### src/rtl/instr_encode_loader_if.sv
// Request and IMEM-write signal bundle for instr_encode_loader.
// master = request/IMEM-side driver, slave = the loader itself.
interface instr_encode_loader_if #(
    parameter int unsigned ADDR_W = 10
);
    logic              req_valid;
    logic              req_ready;
    logic [2:0]        req_kind;
    logic [4:0]        req_rs;
    logic [4:0]        req_rt;
    logic [4:0]        req_rd;
    logic [5:0]        req_funct;
    logic [25:0]       req_imm;
    logic              imem_ready;
    logic              imem_we;
    logic [ADDR_W-1:0] imem_addr;
    logic [31:0]       imem_wdata;
    logic              bad_req;
    logic [ADDR_W:0]   wr_count;

    modport master (
        output req_valid, req_kind, req_rs, req_rt, req_rd, req_funct, req_imm, imem_ready,
        input  req_ready, imem_we, imem_addr, imem_wdata, bad_req, wr_count
    );

    modport slave (
        input  req_valid, req_kind, req_rs, req_rt, req_rd, req_funct, req_imm, imem_ready,
        output req_ready, imem_we, imem_addr, imem_wdata, bad_req, wr_count
    );
endinterface

### src/rtl/instr_encode_loader.sv
// Encodes field-level requests into MIPS words, buffers them and streams them into IMEM.
// Define INSTR_ENC_FUNCT_CHECK_EN to reject R-type requests with an unsupported funct.
module instr_encode_loader #(
    parameter int unsigned FIFO_DEPTH = 4,
    parameter int unsigned ADDR_W     = 10,
    parameter int unsigned BASE_ADDR  = 0
) (
    input  logic                 clk,
    input  logic                 rst,
    input  logic                 clear,
    instr_encode_loader_if.slave bus
);
    localparam int unsigned       PTR_W    = $clog2(FIFO_DEPTH);
    localparam logic [ADDR_W-1:0] BASE     = ADDR_W'(BASE_ADDR);
    localparam logic [PTR_W:0]    FULL_CNT = (PTR_W+1)'(FIFO_DEPTH);

    typedef enum logic [2:0] {
        K_RTYPE = 3'd0,
        K_ORI   = 3'd1,
        K_ADDIU = 3'd2,
        K_LW    = 3'd3,
        K_SW    = 3'd4,
        K_BEQ   = 3'd5,
        K_J     = 3'd6,
        K_RSVD  = 3'd7
    } req_kind_e;

    logic [31:0]       mem [FIFO_DEPTH];
    logic [PTR_W-1:0]  rd_ptr, wr_ptr;
    logic [PTR_W:0]    count;
    logic [ADDR_W-1:0] addr_q;
    logic [ADDR_W:0]   wcnt_q;
    logic              bad_q;

    logic        fifo_full, fifo_empty;
    logic        accept, push, pop, reject;
    logic [31:0] enc;

    always_comb begin
        enc    = '0;
        reject = 1'b0;
        case (req_kind_e'(bus.req_kind))
            K_RTYPE: begin
                enc = {6'b000000, bus.req_rs, bus.req_rt, bus.req_rd, 5'b00000, bus.req_funct};
`ifdef INSTR_ENC_FUNCT_CHECK_EN
                reject = !(bus.req_funct inside {6'h20, 6'h21, 6'h22, 6'h23,
                                                 6'h24, 6'h25, 6'h2A, 6'h2B});
`endif
            end
            K_ORI:   enc = {6'b001101, bus.req_rs, bus.req_rt, bus.req_imm[15:0]};
            K_ADDIU: enc = {6'b001001, bus.req_rs, bus.req_rt, bus.req_imm[15:0]};
            K_LW:    enc = {6'b100011, bus.req_rs, bus.req_rt, bus.req_imm[15:0]};
            K_SW:    enc = {6'b101011, bus.req_rs, bus.req_rt, bus.req_imm[15:0]};
            K_BEQ:   enc = {6'b000100, bus.req_rs, bus.req_rt, bus.req_imm[15:0]};
            K_J:     enc = {6'b000010, bus.req_imm};
            default: reject = 1'b1;
        endcase
    end

    // Readiness looks only at occupancy, so a pop cannot make room for a push in the same cycle.
    assign fifo_full  = (count == FULL_CNT);
    assign fifo_empty = (count == '0);
    assign accept     = bus.req_valid && bus.req_ready;
    assign push       = accept && !reject;
    assign pop        = bus.imem_we;

    assign bus.req_ready  = !fifo_full && !clear && !rst;
    assign bus.imem_we    = !fifo_empty && bus.imem_ready && !clear && !rst;
    assign bus.imem_wdata = fifo_empty ? 32'h0 : mem[rd_ptr];
    assign bus.imem_addr  = addr_q;
    assign bus.bad_req    = bad_q;
    assign bus.wr_count   = wcnt_q;

    always_ff @(posedge clk) begin
        if (push) begin
            mem[wr_ptr] <= enc;
        end
    end

    always_ff @(posedge clk) begin
        if (rst || clear) begin
            rd_ptr <= '0;
            wr_ptr <= '0;
            count  <= '0;
            addr_q <= BASE;
            wcnt_q <= '0;
            bad_q  <= 1'b0;
        end else begin
            bad_q <= accept && reject;
            if (push) begin
                wr_ptr <= wr_ptr + 1'b1;
            end
            if (pop) begin
                rd_ptr <= rd_ptr + 1'b1;
                addr_q <= addr_q + 1'b1;
                if (wcnt_q != '1) begin
                    wcnt_q <= wcnt_q + 1'b1;
                end
            end
            case ({push, pop})
                2'b10:   count <= count + 1'b1;
                2'b01:   count <= count - 1'b1;
                default: count <= count;
            endcase
        end
    end
endmodule
### src/flat_wrapper.sv
// flat-port wrapper written by rule: the top's interface ports become plain ports
module instr_encode_loader_flat 
#(
    parameter int unsigned FIFO_DEPTH = 4,
    parameter int unsigned ADDR_W     = 10,
    parameter int unsigned BASE_ADDR  = 0
)
  (clk, rst, clear, bus_req_valid, bus_req_kind, bus_req_rs, bus_req_rt, bus_req_rd, bus_req_funct, bus_req_imm, bus_imem_ready, bus_req_ready, bus_imem_we, bus_imem_addr, bus_imem_wdata, bus_bad_req, bus_wr_count);
  instr_encode_loader_if #(.ADDR_W(ADDR_W)) bus_i ();
  input  logic clk;
  input  logic rst;
  input  logic clear;
  input wire logic [$bits(bus_i.req_valid)-1:0] bus_req_valid;
  input wire logic [$bits(bus_i.req_kind)-1:0] bus_req_kind;
  input wire logic [$bits(bus_i.req_rs)-1:0] bus_req_rs;
  input wire logic [$bits(bus_i.req_rt)-1:0] bus_req_rt;
  input wire logic [$bits(bus_i.req_rd)-1:0] bus_req_rd;
  input wire logic [$bits(bus_i.req_funct)-1:0] bus_req_funct;
  input wire logic [$bits(bus_i.req_imm)-1:0] bus_req_imm;
  input wire logic [$bits(bus_i.imem_ready)-1:0] bus_imem_ready;
  output wire logic [$bits(bus_i.req_ready)-1:0] bus_req_ready;
  output wire logic [$bits(bus_i.imem_we)-1:0] bus_imem_we;
  output wire logic [$bits(bus_i.imem_addr)-1:0] bus_imem_addr;
  output wire logic [$bits(bus_i.imem_wdata)-1:0] bus_imem_wdata;
  output wire logic [$bits(bus_i.bad_req)-1:0] bus_bad_req;
  output wire logic [$bits(bus_i.wr_count)-1:0] bus_wr_count;
  assign bus_i.req_valid = bus_req_valid;
  assign bus_i.req_kind = bus_req_kind;
  assign bus_i.req_rs = bus_req_rs;
  assign bus_i.req_rt = bus_req_rt;
  assign bus_i.req_rd = bus_req_rd;
  assign bus_i.req_funct = bus_req_funct;
  assign bus_i.req_imm = bus_req_imm;
  assign bus_i.imem_ready = bus_imem_ready;
  assign bus_req_ready = bus_i.req_ready;
  assign bus_imem_we = bus_i.imem_we;
  assign bus_imem_addr = bus_i.imem_addr;
  assign bus_imem_wdata = bus_i.imem_wdata;
  assign bus_bad_req = bus_i.bad_req;
  assign bus_wr_count = bus_i.wr_count;
  instr_encode_loader #(.FIFO_DEPTH(FIFO_DEPTH), .ADDR_W(ADDR_W), .BASE_ADDR(BASE_ADDR)) u_core (.clk(clk), .rst(rst), .clear(clear), .bus(bus_i));
endmodule
### config.mk
export PLATFORM = sky130hd
export DESIGN_NAME = instr_encode_loader_flat
export DESIGN_NICKNAME = d
export VERILOG_FILES = /design/src/rtl/instr_encode_loader_if.sv /design/src/rtl/instr_encode_loader.sv /design/src/flat_wrapper.sv
export SDC_FILE = /design/constraint.sdc
export NUM_CORES = 1
export LEC_CHECK = 0
export CAP_MARGIN = 20
export CORE_ASPECT_RATIO = 1.5
export CORE_UTILIZATION = 50
export DETAILED_ROUTE_END_ITERATION = 6
export PLACE_DENSITY = 0.76
export SLEW_MARGIN = 20
export SYNTH_ARGS = -nofsm -noshare
export SYNTH_HDL_FRONTEND = slang
export SYNTH_SLANG_ARGS = --single-unit
### constraint.sdc
create_clock -name clk -period 3.8 [get_ports clk]
set_input_delay 0.95 -clock clk [delete_from_list [all_inputs] [get_ports clk]]
set_output_delay 0.95 -clock clk [all_outputs]
set_load 0.02 [all_outputs]
==> metrics.txt, run 1 <==
Synth Flop Type edfxtp_1; sequential area share after synthesis 65.5%; Clock Sinks 155; CP Launch Point clear; Cells after Synth 460; Post-synth EDFFs 124; LEAKAGE 2.77 nW; drt initial violations 230; crit path kind in -> out; Synth Area in Compound Gates 5.34%; clock root buffer clkbuf_16; ys async rst share 0%; RR Startpoint u_core.count[2]$_SDFFE_PP0P_; I/O Buffers 109; final WL 13700 µm; Max clock buf depth 2; MaxCap Viol Count 0; max_slew headroom 50.0%; # DRC 0; family with the most delay on the worst path buffers and inverters; Least-Margin Pin Slew 0.748 ns; Critical Path RT 2.85 ns; layout cells sized above 1 14.6%; period utilization 91.5%; cell repeated most along the worst path clkdlybuf4s50_1; Avg Vias per Cell 5.55; initial antenna violation count 0; detail-routed net length per standard cell 18.3 µm; min cycle time layout 3.48 ns; startpoint types input port; io pins 111; CTS tree done; XOR/XNOR Fraction of Synth Area 1.72%; first-pass GRT wire length 21200 µm; CP Cell Sequence clkdlybuf4s50_1 > nor2_1 > nand2_1 > inv_1 > clkdlybuf4s50_1; Arrival @ worst endpoint 2.53 ns; hold path start u_core.bus.imem_addr[9]$_SDFFE_PP0P_; Chip Height 143 µm; Fmax 0.288 GHz; Post-Place Cell Area 0.00797 mm²; max-slew violation count 0; hold crit path type reg -> reg; Crit. End Element primary output; Core Region 0.0130 mm²; Setup TNS Final 0 ns; Yosys warning count 0; filler cell count 935; syn avg cell area 14.4 µm²; Comb power frac 5.3%; GRT Overall Usage 21.4%; Crit Path Max Fanout 5; number of CTS-inserted buffers 17; sequential power share 49.3%; endpoints failing setup 0; Final nets 644; Clock Power Share 45.4%; vias in the first global route 4321; DR pass1 iterations 5; Antenna diodes 0; row cnt 51; DP HPWL 8960 µm; maximum vdd ir drop 0.347 mV; P_sw 732 µW; initial core utilization 51.2%; die extent in x 96.1 µm; final core occ 66.2%; GPL Wtd Cong 0.783; post-route ant nets 0; clk slew on worst S/H paths 0.06 ns; Sw Ratio 19.4%; internal power 3.04 mW; largest family of logic cells by synthesized area simple AND/OR/NAND/NOR gates; Post-Layout Inst Area 0.00857 mm²; Hold-fix buffers, CTS 0; Yosys cell types 41; CP max-delay cell clkdlybuf4s50_1; most frequent cells in the layout edfxtp_1 (124), clkdlybuf4s50_1 (109), nand2_1 (34); PwrDens 440 mW/mm²; post-synthesis simple-gate area fraction 12.3%; Bufs and invs on worst path 3; status finished clean; GR Overflow Total 0; mux cell area share after synthesis 11.1%; P&R area growth vs syn 29.1%; htree depth 4; Die ar. 0.0137 mm²; largest net degree at the start of global routing 32; FF/Latch Area 0.00435 mm²; Via Count 4161; post-CTS setup buffers 0; RSZ-0062 raised after global routing no; Yosys reg bits 155; Synth Cell Area 0.00664 mm²; post-cts repair resize count 0; leading cell type in the layout, fill and taps excluded edfxtp_1; Final Hold Violating Endpoints 0; area of the multi-input gates 0.00214 mm²; Post-Synth Adder-Cell Area 1.62%; clk_lat worst skew 0.41 ns; Max stage delay on crit path 0.60 ns; flop2flop setup slack 1.17 ns; Synthesized Nets 523; Max Clock Skew 0.00743 ns
stage by stage:
step | hold slack [ns] | total power [mW] | worst slack [ns] | instances
finish | 0.486 | 3.77 | 0.324 | 750
detailed placement | 0.476 | 2.09 | 0.206 | 721
floorplan | 0.485 | 1.99 | 0.851 | 460
global placement | 0.463 | 2.09 | 0.330 | 721
CTS | 0.488 | 3.80 | 0.309 | 750
global route | 0.519 | 3.89 | 0.229 | 750
cell type report:
class	instances	share of cell area, %
multi-input combinational	269	25.0
clock buffer	17	4.96
sequential	155	50.7
inverter	9	0.394
clock inverter	12	2.03
timing repair buffer	129	14.6
tap	159	2.32
worst min-delay path: stages, from the launching register on:
cell and delay, ns:
dfxtp_1 0.32, o31ai_1 0.06, a21oi_1 0.06
final timing paths:
check | end | cells past startpoint
max | bus_imem_we | 5
max reg2reg | u_core.count[2]$_SDFFE_PP0P_ | 10
min | u_core.bus.imem_addr[9]$_SDFFE_PP0P_ | 2
min reg2reg | u_core.bus.imem_addr[9]$_SDFFE_PP0P_ | 2
sequential cells by signal, summed over array words and instances, names as in the netlist, named ones only:
signal and flops:
u_core.rd_ptr 2, u_core.bus.bad_req 1, u_core.bus.imem_addr 10, u_core.bus.wr_count 11
u_core.count 3, u_core.wr_ptr 2, u_core.mem 124
logic make-up after synthesis:
family / count (synthesis)
fa+ha+maj: 8
xor+xnor: 13
compound gates: 60
simple gates: 152
other cells: 1
flops: 155
buf+inv: 36
mux: 35
cell usage after synthesis (2+ instances only):
cell type | count | area [µm²]
a21oi_1 | 20 | 100
and2_1 | 9 | 56.3
and3_1 | 6 | 37.5
and4_1 | 2 | 17.5
buf_2 | 4 | 20.0
buf_6 | 2 | 22.5
clkbuf_1 | 20 | 75.1
dfxtp_1 | 31 | 621
edfxtp_1 | 124 | 3720
ha_1 | 7 | 87.6
inv_1 | 9 | 33.8
mux2i_1 | 4 | 40.0
mux4_2 | 31 | 698
nand2_1 | 34 | 128
nand2b_1 | 11 | 68.8
nand3_1 | 11 | 55.1
nand4_1 | 5 | 31.3
nor2_1 | 19 | 71.3
nor2b_1 | 33 | 206
nor3_1 | 2 | 10.0
nor4_1 | 5 | 31.3
o21ai_0 | 18 | 90.1
o22ai_1 | 12 | 75.1
o311ai_0 | 2 | 17.5
o31ai_1 | 3 | 22.5
o41ai_1 | 2 | 17.5
or2_2 | 2 | 12.5
or3_1 | 6 | 37.5
or4_1 | 3 | 22.5
xnor2_1 | 8 | 70.1
xor2_1 | 5 | 43.8
power groups by stage:
stage / Clock, mW / Combinational (mW) / Sequential (mW)
after global placement: 0 / 0.190 / 1.90
after floorplan: 0 / 0.0986 / 1.90
final: 1.71 / 0.199 / 1.86
after global routing: 1.81 / 0.216 / 1.86
after CTS: 1.74 / 0.200 / 1.86
after detailed placement: 0 / 0.198 / 1.90
layer usage:
layer | up-vias | share of wire, % | track usage, %
met5 | - | 0 | 0
li1 | 1979 | - | -
met3 | 16 | 3.8 | 5.32
met4 | 0 | 1.4 | 7.54
met2 | 118 | 56 | 39.8
met1 | 2048 | 39 | 22.9
Power figures use the tool's default switching activity.
==> run 2: changes to the inputs <==
Settings changed: ABC_AREA set to 1, PLACE_DENSITY 0.76 to 0.75, SETUP_SLACK_MARGIN set to 0.5.
==> run 2 against run 1 <==
Cell count increased by 28%. Count of clock-buffer cells in the layout unchanged. Combinational power decreased by 4%. Sequential share of layout area decreased by 1.0 points. Synthesized cell count increased by 47%. Fmax increased by 6.3%. Die area increased by 2.5%. Clock power about the same. Clock skew about the same. Area after synthesis increased by 2.5%. Wire length increased by 14%. Worst setup slack improved by 0.21 ns. Critical endpoint is now bus_imem_wdata[28]. Largest power group unchanged. Highest routed layer unchanged.
==> metrics.txt, run 2 <==
GR Overflow Total 0 (unchanged); Avg Vias per Cell 5.49 (-1.1%); Final Hold Violating Endpoints 0 (unchanged); DP HPWL 10200 µm (+14%); Setup TNS Final 0 ns (unchanged); MaxCap Viol Count 0 (unchanged); Hold Path Depth 2 (unchanged); PnR worst setup slack 0.530 ns (+0.206 ns); PwrDens 427 mW/mm² (-2.9%); largest net degree at the start of global routing 63 (+97%); final WL 15600 µm (+14%); most frequent cells after synthesis nor2_1 (180), edfxtp_1 (124), o21ai_0 (79); crit path kind reg -> out; DR pass1 iterations 5 (unchanged); row cnt 51 (unchanged); clock root buffer clkbuf_16; CP max-delay cell clkdlybuf4s50_1; Crit. End Element primary output; Via Count 5273 (+27%); Least-Margin Pin Slew 0.906 ns (+0.158 ns); clk slew on worst S/H paths 0.06 ns (about the same); RSZ-0062 raised after global routing yes; Antenna diodes 0 (unchanged); dominant cells by area after synthesis edfxtp_1 (55%), nor2_1 (9.9%), dfxtp_1 (9.1%); final hold slack 0.478 ns (-0.00753 ns); initial core utilization 51.8% (+0.53 points); leading cell type in the layout, fill and taps excluded nor2_1; P&R area growth vs syn 28.6%; GRT Overall Usage 22.5% (+1.0 points); number of CTS-inserted buffers 17 (unchanged); Die ar. 0.0141 mm² (+2.5%); CTS tree done; Max clock buf depth 2 (unchanged); flop2flop setup slack 1.55 ns (+0.38 ns); Arrival @ worst endpoint 2.32 ns (-0.21 ns); internal power 2.94 mW (-3.3%); Critical Path RT 2.85 ns (about the same); Post-Place Setup Slack 0.330 ns (+0.124 ns); first-pass GRT wire length 24200 µm (+14%); status finished clean; hold path start u_core.rd_ptr[1]$_SDFFE_PP0P_; Sw Ratio 21.4% (+2.0 points); LEAKAGE 3.16 nW (+14%); drt initial violations 322 (+40%); P_sw 800 µW (+9.3%); post-route ant nets 0 (unchanged); clk_lat worst skew 0.41 ns (about the same); Clock Sinks 155 (unchanged); max-slew violation count 0 (unchanged); Fmax 0.306 GHz (+6.3%); max reg flops 124 (unchanged); largest reg by FF count u_core.mem; Cells after Synth 678 (+47%); RR Startpoint u_core.count[0]$_SDFFE_PP0P_; sequential area share after synthesis 63.8% (-1.6 points); vias in the first global route 5194 (+20%); Comb power frac 5.1% (-0.2 points); filler cell count 960 (+2.7%); endpoints failing setup 0 (unchanged); # DRC 0 (unchanged); area fraction of the dominant cell type after synthesis 54.7% (-1.4 points); max_slew headroom 39.4% (-11 points); CP Cell Sequence buf_12 > nor2_1 > nor2_1 > o21ai_0 > a21oi_1 > clkdlybuf4s50_1; GPL Wtd Cong 0.830 (+6.0%); Clock Power Share 45.1% (-0.3 points); layout cells sized above 1 8.10% (-6.4 points); Chip Height 145 µm (+1.2%); Core Region 0.0131 mm² (+1.5%); hold crit path type reg -> reg; most frequent cells in the layout nor2_1 (176), edfxtp_1 (124), clkdlybuf4s50_1 (106); I/O Buffers 109 (unchanged); Synthesized Nets 741 (+42%); Synth Cell Area 0.00680 mm² (+2.5%); Crit Path Max Fanout 62 (+57); Yosys warning count 0 (unchanged); Synth Flop Type edfxtp_1; initial antenna violation count 0 (unchanged); most numerous cell in the Yosys netlist nor2_1; period utilization 86.0% (-5.4 points); Max Clock Skew 0.00696 ns (-0.000476 ns); min cycle time layout 3.27 ns (-0.206 ns); Post-synth EDFFs 124 (unchanged); htree depth 4 (unchanged); ys async rst share 0% (unchanged); startpoint types flop; Max stage delay on crit path 0.68 ns (+0.08 ns); syn avg cell area 10.0 µm² (-30%); die extent in x 97.2 µm (+1.2%); cell repeated most along the worst path nor2_1; Yosys reg bits 155 (unchanged); Power Total 3.74 mW (-0.89%); sequential power share 49.8% (+0.5 points); io pins 111 (unchanged); worst reg-to-reg path cell count 10 (unchanged); Hold-fix buffers, CTS 0 (unchanged); Synth area leader edfxtp_1; Final nets 852 (+32%); maximum vdd ir drop 0.289 mV (-17%); Yosys cell types 37 (-9.8%); detail-routed net length per standard cell 16.3 µm (-11%)
-- run 2: logic make-up (layout without fill, tap and decap cells) --
group                    Yosys count  count (layout)  synth area share [%]
AO/OA/AOI/OAI                    150             150                  11.7
XOR/XNOR                           4               4                 0.515
adder cells (fa/ha/maj)            8               8                  1.58
buffers and inverters             80             204                  4.85
flip-flops                       155             155                  63.8
other                              1               1                0.0551
AND/OR/NAND/NOR                  280             280                  17.5
-- run 2: critical path, delay by kind of cell, from the launching register on --
kind | cells | cell delay (ns)
simple gates | 2 | 0.23
flops | 1 | 0.39
buf+inv | 2 | 0.96
compound gates | 2 | 0.32
-- run 2: repair_timing --
item,in CTS,in global routing
endpoints found under the hold margin,0,0
setup endpoints to repair,32,26
gates resized for setup,4,6
setup buffers,0,0
-- run 2: final timing paths --
check	end
setup / recovery	bus_imem_wdata[28]
hold / removal	u_core.rd_ptr[1]$_SDFFE_PP0P_
setup reg to reg	u_core.count[2]$_SDFFE_PP0P_
hold reg to reg	u_core.rd_ptr[1]$_SDFFE_PP0P_
-- run 2: power groups by stage --
| stage | logic [mW] | registers (mW) | clock network, mW |
|---|---|---|---|
| 2_1_floorplan | 0.0864 | 1.90 | 0 |
| 3_3_place_gp | 0.183 | 1.90 | 0 |
| 3_5_place_dp | 0.190 | 1.90 | 0 |
| 4_1_cts | 0.191 | 1.86 | 1.71 |
| 5_1_grt | 0.208 | 1.86 | 1.78 |
| 6_report | 0.191 | 1.86 | 1.69 |
-- run 2: layout make-up --
cell class	count	area (µm²)	share of cell area, %
clock buffer	17	425	4.86
sequential	155	4350	49.7
timing repair buffer	123	1250	14.3
tap	159	199	2.27
clock inverter	15	176	2.02
inverter	49	191	2.19
multi-input combinational	443	2160	24.7
-- run 2: stage by stage --
step                      area, µm²  cells  utilization, %
after floorplan                6800    678               -
after global placement         8120    929            61.8
after detailed placement       8120    929            61.8
after CTS                      8730    961            66.4
after global routing           8750    961            66.5
final                          8750    961            66.5
-- run 2: metal layers --
layer	global-route usage (%)	wire length, µm	share of wire [%]
met1	23.1	5730	37
met2	43.6	8640	55
met3	4.66	949	6.1
met4	10.6	304	1.9
met5	0	0	0
